<file path="src/rtl/alu_req_arbiter.sv">
// Two-requester round-robin front end for a shared registered ALU.
// One operation in flight at a time; the result is returned tagged with the issuing requester.
module alu_req_arbiter #(
  parameter int DW      = 8,
  parameter int SW      = 4,
  parameter int ALU_LAT = 1,
  parameter int CW      = 16
) (
  input  logic          clk,
  input  logic          rst,
  input  logic          req0_valid,
  output logic          req0_ready,
  input  logic [DW-1:0] req0_a,
  input  logic [DW-1:0] req0_b,
  input  logic [SW-1:0] req0_sel,
  input  logic          req1_valid,
  output logic          req1_ready,
  input  logic [DW-1:0] req1_a,
  input  logic [DW-1:0] req1_b,
  input  logic [SW-1:0] req1_sel,
  output logic [DW-1:0] alu_a,
  output logic [DW-1:0] alu_b,
  output logic [SW-1:0] alu_sel,
  input  logic [DW-1:0] alu_out,
  output logic          rsp_valid,
  input  logic          rsp_ready,
  output logic          rsp_id,
  output logic [DW-1:0] rsp_data,
  output logic          busy,
  output logic [CW-1:0] ops_done
);

  localparam int              CNTW  = 3;
  localparam logic [CNTW-1:0] LAT_C = CNTW'(ALU_LAT);

  typedef enum logic [1:0] {
    IDLE = 2'd0,
    EXEC = 2'd1,
    RESP = 2'd2
  } state_t;

  state_t          state_r;
  state_t          state_next_s;
  logic [CNTW-1:0] cnt_r;
  logic            last_grant_r;
  logic [DW-1:0]   alu_a_r;
  logic [DW-1:0]   alu_b_r;
  logic [SW-1:0]   alu_sel_r;
  logic            rsp_valid_r;
  logic            rsp_id_r;
  logic [DW-1:0]   rsp_data_r;
  logic [CW-1:0]   ops_done_r;

  logic            grant_vld_s;
  logic            grant_id_s;
  logic            transfer_s;
  logic            exec_done_s;
  logic            rsp_hs_s;
  logic [DW-1:0]   win_a_s;
  logic [DW-1:0]   win_b_s;
  logic [SW-1:0]   win_sel_s;

  // Round-robin pick: on a tie the requester that did not win last time gets the grant.
  always_comb begin
    grant_vld_s = 1'b0;
    grant_id_s  = 1'b0;
    if (req0_valid && req1_valid) begin
      grant_vld_s = 1'b1;
      grant_id_s  = ~last_grant_r;
    end else if (req0_valid) begin
      grant_vld_s = 1'b1;
      grant_id_s  = 1'b0;
    end else if (req1_valid) begin
      grant_vld_s = 1'b1;
      grant_id_s  = 1'b1;
    end else begin
      grant_vld_s = 1'b0;
      grant_id_s  = 1'b0;
    end
  end

  // Handshake qualifiers and the winning requester's operation.
  always_comb begin
    transfer_s  = (state_r == IDLE) && grant_vld_s;
    exec_done_s = (state_r == EXEC) && (cnt_r == LAT_C);
    rsp_hs_s    = (state_r == RESP) && rsp_valid_r && rsp_ready;
    if (grant_id_s) begin
      win_a_s   = req1_a;
      win_b_s   = req1_b;
      win_sel_s = req1_sel;
    end else begin
      win_a_s   = req0_a;
      win_b_s   = req0_b;
      win_sel_s = req0_sel;
    end
  end

  // State register.
  always_ff @(posedge clk or posedge rst) begin
    if (rst) begin
      state_r <= IDLE;
    end else begin
      state_r <= state_next_s;
    end
  end

  // Next-state logic.
  always_comb begin
    state_next_s = state_r;
    case (state_r)
      IDLE: begin
        if (transfer_s) begin
          state_next_s = EXEC;
        end else begin
          state_next_s = IDLE;
        end
      end
      EXEC: begin
        if (exec_done_s) begin
          state_next_s = RESP;
        end else begin
          state_next_s = EXEC;
        end
      end
      RESP: begin
        if (rsp_hs_s) begin
          state_next_s = IDLE;
        end else begin
          state_next_s = RESP;
        end
      end
      default: begin
        state_next_s = IDLE;
      end
    endcase
  end

  // Output decode: readys only in IDLE and at most one at a time.
  always_comb begin
    req0_ready = transfer_s && !grant_id_s;
    req1_ready = transfer_s && grant_id_s;
    busy       = (state_r != IDLE);
  end

  // Operand capture and grant history; ALU inputs stay at the last issued op until the next transfer.
  always_ff @(posedge clk or posedge rst) begin
    if (rst) begin
      alu_a_r      <= {DW{1'b0}};
      alu_b_r      <= {DW{1'b0}};
      alu_sel_r    <= {SW{1'b0}};
      rsp_id_r     <= 1'b0;
      last_grant_r <= 1'b1;
    end else if (transfer_s) begin
      alu_a_r      <= win_a_s;
      alu_b_r      <= win_b_s;
      alu_sel_r    <= win_sel_s;
      rsp_id_r     <= grant_id_s;
      last_grant_r <= grant_id_s;
    end else begin
      alu_a_r      <= alu_a_r;
      alu_b_r      <= alu_b_r;
      alu_sel_r    <= alu_sel_r;
      rsp_id_r     <= rsp_id_r;
      last_grant_r <= last_grant_r;
    end
  end

  // Latency counter: cleared on issue, counts every EXEC edge until the ALU result is due.
  always_ff @(posedge clk or posedge rst) begin
    if (rst) begin
      cnt_r <= {CNTW{1'b0}};
    end else if (transfer_s) begin
      cnt_r <= {CNTW{1'b0}};
    end else if (state_r == EXEC) begin
      cnt_r <= cnt_r + {{(CNTW-1){1'b0}}, 1'b1};
    end else begin
      cnt_r <= cnt_r;
    end
  end

  // Response channel: capture the ALU result, hold it until the consumer takes it.
  always_ff @(posedge clk or posedge rst) begin
    if (rst) begin
      rsp_valid_r <= 1'b0;
      rsp_data_r  <= {DW{1'b0}};
    end else if (exec_done_s) begin
      rsp_valid_r <= 1'b1;
      rsp_data_r  <= alu_out;
    end else if (rsp_hs_s) begin
      rsp_valid_r <= 1'b0;
      rsp_data_r  <= rsp_data_r;
    end else begin
      rsp_valid_r <= rsp_valid_r;
      rsp_data_r  <= rsp_data_r;
    end
  end

  // Completed-response counter, free-running wrap.
  always_ff @(posedge clk or posedge rst) begin
    if (rst) begin
      ops_done_r <= {CW{1'b0}};
    end else if (rsp_hs_s) begin
      ops_done_r <= ops_done_r + {{(CW-1){1'b0}}, 1'b1};
    end else begin
      ops_done_r <= ops_done_r;
    end
  end

  assign alu_a     = alu_a_r;
  assign alu_b     = alu_b_r;
  assign alu_sel   = alu_sel_r;
  assign rsp_valid = rsp_valid_r;
  assign rsp_id    = rsp_id_r;
  assign rsp_data  = rsp_data_r;
  assign ops_done  = ops_done_r;

endmodule

</file>
<file path="config.mk">
export PLATFORM = sky130hd
export DESIGN_NAME = alu_req_arbiter
export DESIGN_NICKNAME = d
export VERILOG_FILES = /design/src/rtl/alu_req_arbiter.sv
export SDC_FILE = /design/constraint.sdc
export NUM_CORES = 1
export LEC_CHECK = 0
export CAP_MARGIN = 20
export CORE_UTILIZATION = 55
export CTS_CLUSTER_DIAMETER = 120
export CTS_CLUSTER_SIZE = 28
export DETAILED_ROUTE_END_ITERATION = 7
export DONT_BUFFER_PORTS = 1
export PLACE_DENSITY_LB_ADDON = 0.2
export SETUP_SLACK_MARGIN = 0.4
export SLEW_MARGIN = 20
export SYNTH_ARGS = -nofsm -noshare
export SYNTH_HDL_FRONTEND = slang
export SYNTH_SLANG_ARGS = --single-unit
</file>
<file path="constraint.sdc">
create_clock -name clk -period 2.4 [get_ports clk]
set_clock_uncertainty 0.1 [all_clocks]
set_input_delay 0 -clock clk [delete_from_list [all_inputs] [get_ports clk]]
set_output_delay 0 -clock clk [all_outputs]
set_load 0.01 [all_outputs]
</file>
### Word-level counts from Yosys, hierarchy flattened

Index checks and enable logic that the tools add are counted.

* input port bits: 53
* output and inout bits: 49
* logic and storage cells: 44
* register bits after elaboration: 52

* equality and inequality tests: 3
* add/sub/neg operators: 2
* reductions and logical operators: 12
* bitwise gates (word level): 1
* mux-type cells: 16

Operators with widths (count)
* $add 16x1->16 const B: 1
* $mux 8: 2
* $mux 1: 8
* $logic_and 1x1->1: 7
* $mux 3: 2
* $pmux 2 s3: 1
* $reduce_bool 2->1: 3
* $mux 2: 2
* $mux 4: 1
* $add 3x1->3 const B: 1
* $eq 3x1->1 const B: 1
* $eq 2x1->1 const B: 1
* $eq 2x2->1 const B: 1
* $logic_not 2->1: 1
* $logic_not 1->1: 1
* $not 1->1: 1

### Longest topological paths before layout

Gate-level depths: netlist (run 1).

* word-level depth: 6
* depth in mapped cells: 6
* mapped depth without buffers: 5

### Worst setup path after synthesis (run 1)

Ideal clock, no wire load.

* path kind: register to register
* from: reg cnt_r[1]
* to: reg rsp_data_r[0], in the netlist rsp_data[0]
* buffers on the path: 1
* setup slack: 848 ps
* arrival: 1324 ps
* cell stages (with the launch flop): 7
* clock period less this slack: 1552 ps
* setup time: 128 ps
* data required time: 2172 ps
* path through: dfrtp_1 -> inv_1 -> ha_1 -> nor2b_1 -> nor2b_1 -> buf_2 -> mux2_1

* word-level cells in the longest chain between the ends: 2

Ends and longest elaborated chain
* start, declared: RTL line 44 `logic [CNTW-1:0] cnt_r;`
* start signal, assigned: RTL line 171 `cnt_r <= {CNTW{1'b0}};`
* start signal, assigned: RTL line 173 `cnt_r <= {CNTW{1'b0}};`
* start signal, assigned: RTL line 175 `cnt_r <= cnt_r + {{(CNTW-1){1'b0}}, 1'b1};`
* $eq 3x1->1: RTL line 85 `exec_done_s = (state_r == EXEC) && (cnt_r == LAT_C);`
* $logic_and 1x1->1: RTL line 85
* end signal, assigned: RTL line 185 `rsp_data_r <= {DW{1'b0}};`
* end signal, assigned: RTL line 188 `rsp_data_r <= alu_out;`
* end signal, assigned: RTL line 191 `rsp_data_r <= rsp_data_r;`
* end, declared: RTL line 51 `logic [DW-1:0] rsp_data_r;`

No other way between the ends.
A chain may end at the register's enable or synchronous reset.

### Final worst setup path (run 1)

* from: reg state_r[1]
* to: out req0_ready

* word-level cells in the longest chain between the ends: 3

Ends and longest elaborated chain
* start, declared: RTL line 42 `state_t state_r;`
* start signal, assigned: RTL line 103 `state_r <= state_next_s;`
* $logic_not 2->1: RTL line 84 `transfer_s = (state_r == IDLE) && grant_vld_s;`
* $logic_and 1x1->1: RTL line 84
* $logic_and 1x1->1: RTL line 140 `req0_ready = transfer_s && !grant_id_s;`
* end, declared: RTL line 12 `output logic req0_ready,`

No other way between the ends.

==> flow_summary_export.csv, run 1 <==
group,metric,value,unit
clock_tree,post_cts_buffers,0,
setup_path,crit_path_top_delay_cell,"and3_2",
timing,fin_tns_setup,0,ps
die,chipWidth,65.5,µm
clock_tree,clkLatencyLatePin,300,ps
min_path,hp-start,"req1_valid",
placed_design,dp_cells,221,
global_routing,grt_antenna_before_repair,0,
route,viasPerCell,5.80,
route,vias,1624,
die,die_area,4280,µm²
logic_synthesis,synth-async-reset-ratio,1.00,
route,drtAntennaViolNets,0,
setup_path,end_kind,"primary output",
cells_and_area,nFillCells,251,
clock_tree,clk_path_buf_depth,2,
logic_synthesis,synth_seq_cells,52,
logic_synthesis,synth_edf_count,0,
logic_synthesis,yosysSeqAreaShare,0.588,
timing,hold_violations,0,
min_path,hold_path.class,"in2reg",
route,drtIter0Drc,176,
global_routing,grt_pass1_wl,7670,µm
setup_path,cp_cell_sequence,"nor2_2 -> and3_2 -> buf_4",
cells_and_area,layout-drive-gt1-share,0.0733,
cells_and_area,fin_nets,287,
logic_synthesis,synth_top_area_cell,"dfrtp_1",
logic_synthesis,synth_top_area_share,0.576,
timing,rsz0062_at_grt,"no",
route,dr.pass1.iters,8,
clock_tree,cts_tree,"done",
global_routing,grt_pass1_vias,1674,
setup_path,ff2ff_path_depth,4,
timing,worst_pin_slew,1030,ps
logic_synthesis,synth_nets,235,
timing,slew_viol_final,0,
clock_tree,cts_sinks,52,
logic_synthesis,syn_area,2210,µm²
logic_synthesis,synth.distinct_cells,29,
timing,setup_violations,0,
cells_and_area,n_antenna_cell,0,
die,core-area,3770,µm²
clock_tree,cts_buffers,5,
global_routing,track_usage,0.243,
min_path,hold_end,"state_r[0]",
die,io-pin-count,102,
logic_synthesis,synth_common_cells,"dfrtp_1 (51), inv_1 (24), a222oi_1 (20), nand2_1 (11), xnor2_1 (11)",
setup_path,ff2ff_setup_slack,710,ps
cells_and_area,area_delta_synth_final,28.2,%
global_routing,grt_max_degree,53,
logic_synthesis,synth.most_common_cell,"dfrtp_1",
power,power.density,1020,nW/µm²
global_routing,grt.overflow.total,0,
setup_path,cpPeakStageDelay,490,ps
setup_path,cp_max_fo,21,
clock_tree,clk_pin_slew,80,ps
route,drc,0,
setup_path,cp.arrival,1660,ps
setup_path,cp.required,2300,ps
setup_path,r2r-end,"alu_b[3]",
timing,relSlewSlack,0.312,
placed_design,port_buffers,0,
setup_path,rr_startpoint,"state_r[1]",
setup_path,critPathLaunchType,"flop",
die,die_y,65.5,µm
cells_and_area,stdcell_count,280,
timing,fin_crit,1760,ps
logic_synthesis,synthTopCellsByArea,"dfrtp_1 (58%), a222oi_1 (9.0%), xnor2_1 (4.4%)",
clock_tree,htree_levels,2,
power,p_leak,1.38,nW
setup_path,critPathKind,"reg2out",
timing,clock.fmax,569,MHz
logic_synthesis,yosys_most_used_dff,"dfrtp_1",
flow_run,cap_viol_max_count,0,
die,start_util,0.587,
placed_design,place_congestion,0.684,
power,ir_drop,0.595,mV
min_path,hold_depth,2,
logic_synthesis,syn_avg_cell_area,12.4,µm²
route,routed_wl,4890,µm
logic_synthesis,syn_inst,179,
outcome,status,"completed",
clock_tree,root_buffer,"clkbuf_8",
route,routedWlPerCell,17.5,µm
die,num_rows,22,
timing,layout_worst_path_cycle_share,0.732,
logic_synthesis,yosysWarnings,0,
placed_design,dp_hpwl,2820,µm
-- layout by cell type, fill, tap and decap left out, drive strengths merged, types with 3 or more instances in the layout --
cell type,count
o21ai,5
dlygate4sd3,51
xnor2,11
dfrtp,51
a21o,3
nor3,3
a222oi,20
mux2,8
clkbuf,8
nand3,7
xor2,5
nand2,11
ha,3
nand4,3
and3,4
inv,23
-- per-layer routing --
layer / routed length (µm) / GRT usage
met3: 311 / 0.0694
met4: 66 / 0.0788
met2: 2700 / 0.448
met1: 1820 / 0.266
met5: 0 / 0
-- registers in the layout (all words and copies together) (netlist names) --
name,cells
alu_sel,4
rsp_data,8
rsp_valid,1
last_grant_r,1
ops_done,16
alu_b,8
rsp_id,1
alu_a,8
cnt_r,3
state_r,2
-- power by group --
part	internal, mW	switching, mW	total [mW]
Sequential	1.20	0.392	1.59
Clock	0.235	0.258	0.494
Combinational	0.388	0.418	0.806
-- worst max path at each step --
stage	slack, ps	startpoint	end
2_1_floorplan	850	cnt_r[1]	rsp_data[0]
3_3_place_gp	740	state_r[1]	alu_sel[2]
3_5_place_dp	580	state_r[1]	alu_sel[3]
4_1_cts	410	state_r[1]	req0_ready
5_1_grt	540	state_r[1]	req0_ready
6_report	640	state_r[1]	req0_ready
-- cell families (layout without fill, tap and decap cells) --
| kind of cell | count (synthesis) | count (layout) | share of synthesized area |
|---|---|---|---|
| flops | 52 | 52 | 0.588 |
| xor+xnor | 16 | 16 | 0.0633 |
| fa+ha+maj | 3 | 3 | 0.0170 |
| compound gates | 29 | 29 | 0.116 |
| simple gates | 39 | 39 | 0.108 |
| buf+inv | 32 | 85 | 0.0667 |
| mux | 8 | 8 | 0.0407 |
-- repair_timing --
item	CTS	global route
gates resized for setup	0	1
endpoints found under the setup margin	0	9
hold endpoints to repair	94	0
hold buffers	51	0
-- through the flow --
| stage | total power [mW] | utilization | instance area (µm²) | hold WS, ps | setup WS, ps |
|---|---|---|---|---|---|
| final | 2.89 | 0.753 | 2840 | 78.4 | 643 |
| after global routing | 3.08 | 0.753 | 2840 | 80.4 | 539 |
| after CTS | 2.88 | 0.752 | 2840 | 49.7 | 412 |
| after detailed placement | 2.33 | 0.593 | 2240 | 39.6 | 584 |
| after global placement | 2.26 | 0.593 | 2240 | 35.9 | 741 |
| after floorplan | 2.17 | - | 2210 | 34.7 | 848 |
-- worst max-delay path: cells and delay by family (launching register included) --
kind,cells,cell delay (ps)
buf+inv,1,200
flops,1,450
simple gates,2,720
-- cell type report --
class | instances | area, µm² | area share
clock buffers | 8 | 90.1 | 0.0317
inverters | 24 | 91.3 | 0.0322
flip-flops and latches | 52 | 1300 | 0.459
repair buffers | 53 | 526 | 0.185
multi-input cells | 95 | 769 | 0.271
well taps | 48 | 60.1 | 0.0212
Power figures use the tool's default switching activity.
==> inputs of run 2 (changes only) <==
--- a/config.mk
+++ b/config.mk
@@ -5,6 +5,7 @@
 export SDC_FILE = /design/constraint.sdc
 export NUM_CORES = 1
 export LEC_CHECK = 0
+export ABC_AREA = 1
 export CAP_MARGIN = 20
 export CORE_UTILIZATION = 55
 export CTS_CLUSTER_DIAMETER = 120
==> constraint.sdc (replaced) <==
create_clock -name clk -period 1.6 [get_ports clk]
set_clock_uncertainty 0.1 [all_clocks]
set_input_delay 0 -clock clk [delete_from_list [all_inputs] [get_ports clk]]
set_output_delay 0 -clock clk [all_outputs]
set_load 0.01 [all_outputs]
==> run 2 against run 1 <==
Compared with the run above: the flow now finishes with violations (hold timing); setup slack worse by 460 ps; sequential power increased by 55%; non-clock buffer count up 30; count of clock-buffer cells in the layout down 3; first-iteration DRC count is 32% lower; synthesized area increased by 13%; flip-flop and latch count unchanged; register-to-register slack worse by 520 ps; clock power is 86% higher; via count increased by 45%; cell area increased by 40%; largest cell class is now multi-input gates.
==> flow_summary_export.csv, run 2 <==
group,metric,value,unit
logic_synthesis,synth_top_area_share,0.508,
route,drtAntennaViolNets,0,
timing,rsz0062_at_grt,"yes",
logic_synthesis,syn_inst,287,
die,io-pin-count,102,
timing,relSlewSlack,0.676,
logic_synthesis,synth_edf_count,0,
min_path,hold_path.class,"in2reg",
clock_tree,cts_sinks,52,
route,drtIter0Drc,120,
logic_synthesis,synth_seq_cells,52,
cells_and_area,final_cell_mix,"nand2_1 (86), dlygate4sd3_1 (51), dfrtp_1 (39)",
logic_synthesis,syn_avg_cell_area,8.75,µm²
logic_synthesis,synth_top_area_cell,"dfrtp_1",
die,die_area,4840,µm²
global_routing,grt_pass1_vias,2533,
global_routing,grt.overflow.total,0,
cells_and_area,final_common_cell,"nand2_1",
clock_tree,htree_levels,2,
outcome,status,"finished with violations",
logic_synthesis,yosys_most_used_dff,"dfrtp_1",
route,vias,2360,
power,p_leak,1.93,nW
cells_and_area,fin_nets,427,
cells_and_area,largest_register_ff_count,16,
die,num_rows,24,
power,clkPwrFrac,0.148,
power,intPower,3.64,mW
timing,fin_tns_setup,0,ps
power,power,6.19,mW
power,switching_share,0.412,
die,start_util,0.572,
timing,slew_viol_final,0,
route,viasPerCell,5.57,
clock_tree,ctsHoldBuffers,51,
logic_synthesis,synth_nets,343,
placed_design,port_buffers,0,
logic_synthesis,yosysSeqAreaShare,0.519,
logic_synthesis,synth.most_common_cell,"nand2_1",
cells_and_area,seqCellArea,1320,µm²
timing,whs,-58.9,ps
cells_and_area,multi_input_area,1460,µm²
power,power.density,1560,nW/µm²
cells_and_area,area_delta_synth_final,57.9,%
placed_design,place_congestion,0.805,
outcome,violations,"hold timing",
global_routing,track_usage,0.310,
setup_path,end_kind,"primary output",
clock_tree,clkLatencyLatePin,320,ps
clock_tree,clk_pin_slew,100,ps
route,dr.pass1.iters,5,
power,p_seq_frac,0.397,
route,routedWlPerCell,17.7,µm
logic_synthesis,yosysWarnings,0,
logic_synthesis,synth.distinct_cells,26,
setup_path,critPathLaunchType,"flop",
route,drc,0,
clock_tree,clk_path_buf_depth,2,
logic_synthesis,syn_area,2510,µm²
timing,hold_violations,10,
logic_synthesis,synth-async-reset-ratio,1.00,
global_routing,grt_antenna_before_repair,0,
setup_path,cp_max_fo,11,
setup_path,cp.arrival,1320,ps
power,ir_drop,1.28,mV
logic_synthesis,synth_common_cells,"nand2_1 (112), dfrtp_1 (51), nand3_1 (25), inv_1 (18)",
timing,layout_worst_path_cycle_share,0.885,
timing,setup_violations,0,
clock_tree,cts_tree,"done",
power,pwr-share-comb,0.454,
flow_run,cap_viol_max_count,0,
die,die_y,69.6,µm
die,core-area,4380,µm²
logic_synthesis,synthTopCellsByArea,"dfrtp_1 (51%), nand2_1 (17%), nand3_1 (5.0%)",
cells_and_area,n_antenna_cell,0,
timing,clock.fmax,706,MHz
clock_tree,root_buffer,"clkbuf_8",
clock_tree,cts_buffers,5,
route,routed_wl,7520,µm
setup_path,cp.required,1500,ps
timing,fin_crit,1420,ps
placed_design,dp_hpwl,3530,µm
cells_and_area,nFillCells,181,
cells_and_area,layout-drive-gt1-share,0.401,
power,switchingPower,2.55,mW
global_routing,grt_max_degree,34,
global_routing,grt_pass1_wl,11600,µm
die,chipWidth,69.6,µm
setup_path,critPathKind,"reg2out",
timing,worst_pin_slew,485,ps
## run 2: cell count changes after synthesis, sizes merged, moves of 5 or more
cell | before | now
nand2 | 11 | 127
nand3 | 7 | 34
a222oi | 20 | 0
nor2 | 2 | 19
mux2 | 8 | 0
inv | 24 | 19
xnor2 | 11 | 6
## run 2: power by group through the flow
| stage | Sequential (mW) | Clock (mW) | Combinational, mW |
|---|---|---|---|
| after floorplan | 2.31 | 0 | 1.25 |
| after global placement | 2.39 | 0 | 1.44 |
| after detailed placement | 2.41 | 0 | 1.50 |
| after CTS | 2.42 | 0.918 | 2.38 |
| after global routing | 2.51 | 0.975 | 3.04 |
| final | 2.46 | 0.918 | 2.81 |
## run 2: cells by family after synthesis
family | count (synthesis) | synth area share
xor gates and xnor gates | 9 | 0.0314
DFF | 52 | 0.519
adders and majority gates | 3 | 0.0150
and+or+nand+nor | 185 | 0.345
AOI/OAI and AO/OA | 12 | 0.0334
buffers and inverters | 26 | 0.0558
## run 2: cell type report
cell class | instances | share of cell area
Multi-Input combinational cell | 210 | 0.367
Clock buffer | 5 | 0.0174
Inverter | 19 | 0.0208
Timing Repair Buffer | 83 | 0.235
Clock inverter | 3 | 0.0107
Tap cell | 52 | 0.0164
Sequential cell | 52 | 0.332
## run 2: worst paths after layout
check                             start           end  slack [ps]  depth (start not counted)
max                          state_r[0]    req0_ready         180                          4
min                          req1_valid      alu_b[2]         -60                          4
max reg2reg                  state_r[1]   rsp_data[3]         190                          6
min reg2reg                last_grant_r  last_grant_r         390                          2
max in group asynchronous           rst      cnt_r[0]         750                          3
min in group asynchronous           rst      alu_a[2]         100                          2
## run 2: timing repair
action                                  CTS  global route
endpoints found under the setup margin   50            54
cloned                                    4             1
setup buffers                            19             4
resized for setup                        80            38
hold endpoints to repair                 93            10
pin swaps                                35            12
## run 2: stage by stage
stage | utilization | setup slack, ps | area (µm²) | instances
global placement | 0.596 | 239 | 2620 | 337
CTS | 0.852 | 194 | 3730 | 419
floorplan | - | 320 | 2540 | 287
finish | 0.904 | 184 | 3960 | 424
detailed placement | 0.596 | 182 | 2620 | 337
global route | 0.904 | 102 | 3960 | 424
## run 2: critical path, cell delays in order, from the launching register on
cell and delay (ps):
dfrtp_1 420, nor2_4 160, o21ai_4 90, a21oi_4 160, buf_12 160
## run 2: per-layer routing
layer | part of all wire | GRT usage | vias to the layer above
met1 | 0.36 | 0.332 | 1160
li1 | - | - | 1076
met5 | 0 | 0 | -
met2 | 0.56 | 0.551 | 104
met4 | 0.021 | 0.161 | 0
met3 | 0.059 | 0.0901 | 20
==> inputs of run 3 (changes only) <==
--- a/config.mk
+++ b/config.mk
@@ -5,7 +5,6 @@
 export SDC_FILE = /design/constraint.sdc
 export NUM_CORES = 1
 export LEC_CHECK = 0
-export ABC_AREA = 1
 export CAP_MARGIN = 20
 export CORE_UTILIZATION = 55
 export CTS_CLUSTER_DIAMETER = 120
==> run 3 against run 2 <==
Compared with the run above: the flow finishes with violations (setup timing); final cell count is 22% lower; via count decreased by 7.3%; die area shrank 11%; critical path depth up 1; core utilization increased by 6.1 points; register-to-register slack lost 320 ps; combinational power down 5%; worst hold slack improved by 100 ps; clock power rose by 12%; critical path type is now reg2reg.
==> flow_summary_export.csv, run 3 (synthesized netlist as in run 1, its figures left out) <==
group,metric,value,unit
outcome,status,"finished with violations",
outcome,violations,"setup timing",
clock_tree,clk_pin_slew,110,ps
global_routing,grt_antenna_before_repair,0,
timing,setup_ws,-131,ps
cells_and_area,fin_nets,336,
cells_and_area,final_common_cell,"dlygate4sd3_1",
timing,layout_worst_path_cycle_share,1.08,
route,viasPerCell,6.65,
clock_tree,cts_tree,"done",
min_path,hold_path.class,"in2reg",
global_routing,track_usage,0.338,
power,power,6.17,mW
timing,slew_viol_final,0,
power,ir_drop,1.39,mV
cells_and_area,n_antenna_cell,0,
timing,relSlewSlack,0.562,
placed_design,port_buffers,0,
route,vias,2187,
setup_path,cp.arrival,1820,ps
die,core-area,3770,µm²
clock_tree,clkLatencyLatePin,330,ps
timing,rsz0062_at_grt,"yes",
global_routing,grt_pass1_wl,10400,µm
route,routedWlPerCell,27.9,µm
cells_and_area,finalInstanceArea,3640,µm²
timing,worst_pin_slew,656,ps
power,p_leak,1.81,nW
power,power.density,1700,nW/µm²
placed_design,dp_hpwl,3100,µm
route,routed_wl,9190,µm
global_routing,grt.overflow.total,0,
die,num_rows,22,
cells_and_area,largest_register_ff_count,16,
route,drtIter0Drc,375,
timing,setup_violations,13,
setup_path,end_kind,"flop",
setup_path,cp_max_fo,5,
cells_and_area,area_delta_synth_final,64.4,%
clock_tree,cts_sinks,52,
setup_path,critPathLaunchType,"flop",
flow_run,cap_viol_max_count,0,
clock_tree,root_buffer,"clkbuf_8",
route,drtAntennaViolNets,0,
cells_and_area,utilization,0.965,
clock_tree,htree_levels,2,
clock_tree,cts_buffers,5,
route,dr.pass1.iters,7,
route,drc,0,
clock_tree,clk_path_buf_depth,2,
die,chipWidth,65.5,µm
die,die_y,65.5,µm
cells_and_area,final_cell_mix,"dlygate4sd3_1 (52), dfrtp_1 (43), inv_1 (22)",
timing,clock.fmax,578,MHz
die,die_area,4280,µm²
cells_and_area,layout-drive-gt1-share,0.384,
setup_path,cp.required,1690,ps
die,io-pin-count,102,
global_routing,grt_max_degree,29,
placed_design,postPlaceCellArea,2390,µm²
timing,hold_violations,0,
placed_design,preCtsSetupSlack,-22.6,ps
global_routing,grt_pass1_vias,2053,
timing,fin_crit,1730,ps
placed_design,place_congestion,0.719,
timing,whs,44.1,ps
setup_path,critPathKind,"reg2reg",
die,start_util,0.587,
-- run 3: cell types whose count changed in the layout (fill, tap and decap cells not counted), sizes merged, moves of 5 or more --
cell and change:
a222oi +20, and3 +7, buf +13, inv +5
mux2 +8, nand2 -117, nand3 -27, nor2 -17
xnor2 +5
-- run 3: path summary, 6_finish.rpt --
path                             start            to  slack (ps)  cells after the start
min                         req1_valid      alu_b[3]          40                      3
max reg2reg                 state_r[1]      alu_b[0]        -130                      5
min in group asynchronous          rst  ops_done[15]         140                      2
max                         state_r[1]      alu_b[0]        -130                      5
max in group asynchronous          rst    state_r[1]         700                      3
min reg2reg                ops_done[9]   ops_done[9]         440                      1
-- run 3: layer usage --
| metal | vias to the layer above | GRT usage | part of all wire |
|---|---|---|---|
| li1 | 855 | - | - |
| met5 | - | 0 | 0 |
| met1 | 1065 | 0.377 | 0.34 |
| met2 | 199 | 0.584 | 0.49 |
| met3 | 68 | 0.0938 | 0.098 |
| met4 | 0 | 0.177 | 0.070 |
-- run 3: stage by stage --
step	cells	TNS (ps)
final	329	-457
after global routing	329	-1630
after CTS	314	0
after detailed placement	235	-45.1
after global placement	235	0
after floorplan	179	0
-- run 3: worst max-delay path, stage by stage, from the launching register on --
cell      delay, ps
dfrtp_2         450
nor2_4           90
buf_12          140
and3_4          200
a222oi_1        500
inv_1           120
-- run 3: what timing repair did --
| item | 4_1_cts | 5_1_grt |
|---|---|---|
| pin swaps | 19 | 17 |
| hold buffers | 52 | 0 |
| buffers inserted | 15 | 12 |
| endpoints found under the hold margin | 97 | 0 |
| cloned | 4 | 3 |
| setup endpoints to repair | 54 | 55 |
| gates resized for setup | 42 | 32 |
-- run 3: area by class of cell --
type                       count  area [µm²]
sequential                    52        1310
timing repair buffer          97         997
multi-input combinational    100        1050
inverter                      24        96.3
clock inverter                 1        30.0
tap                           48        60.1
fill                          66         131
clock buffer                   7        96.3
-- run 3: power by group --
group	leakage [nW]	internal (mW)	switching [mW]	total [mW]
logic	1.10	1.38	1.28	2.66
clock network	0.0645	0.553	0.475	1.03
registers	0.645	1.81	0.673	2.48
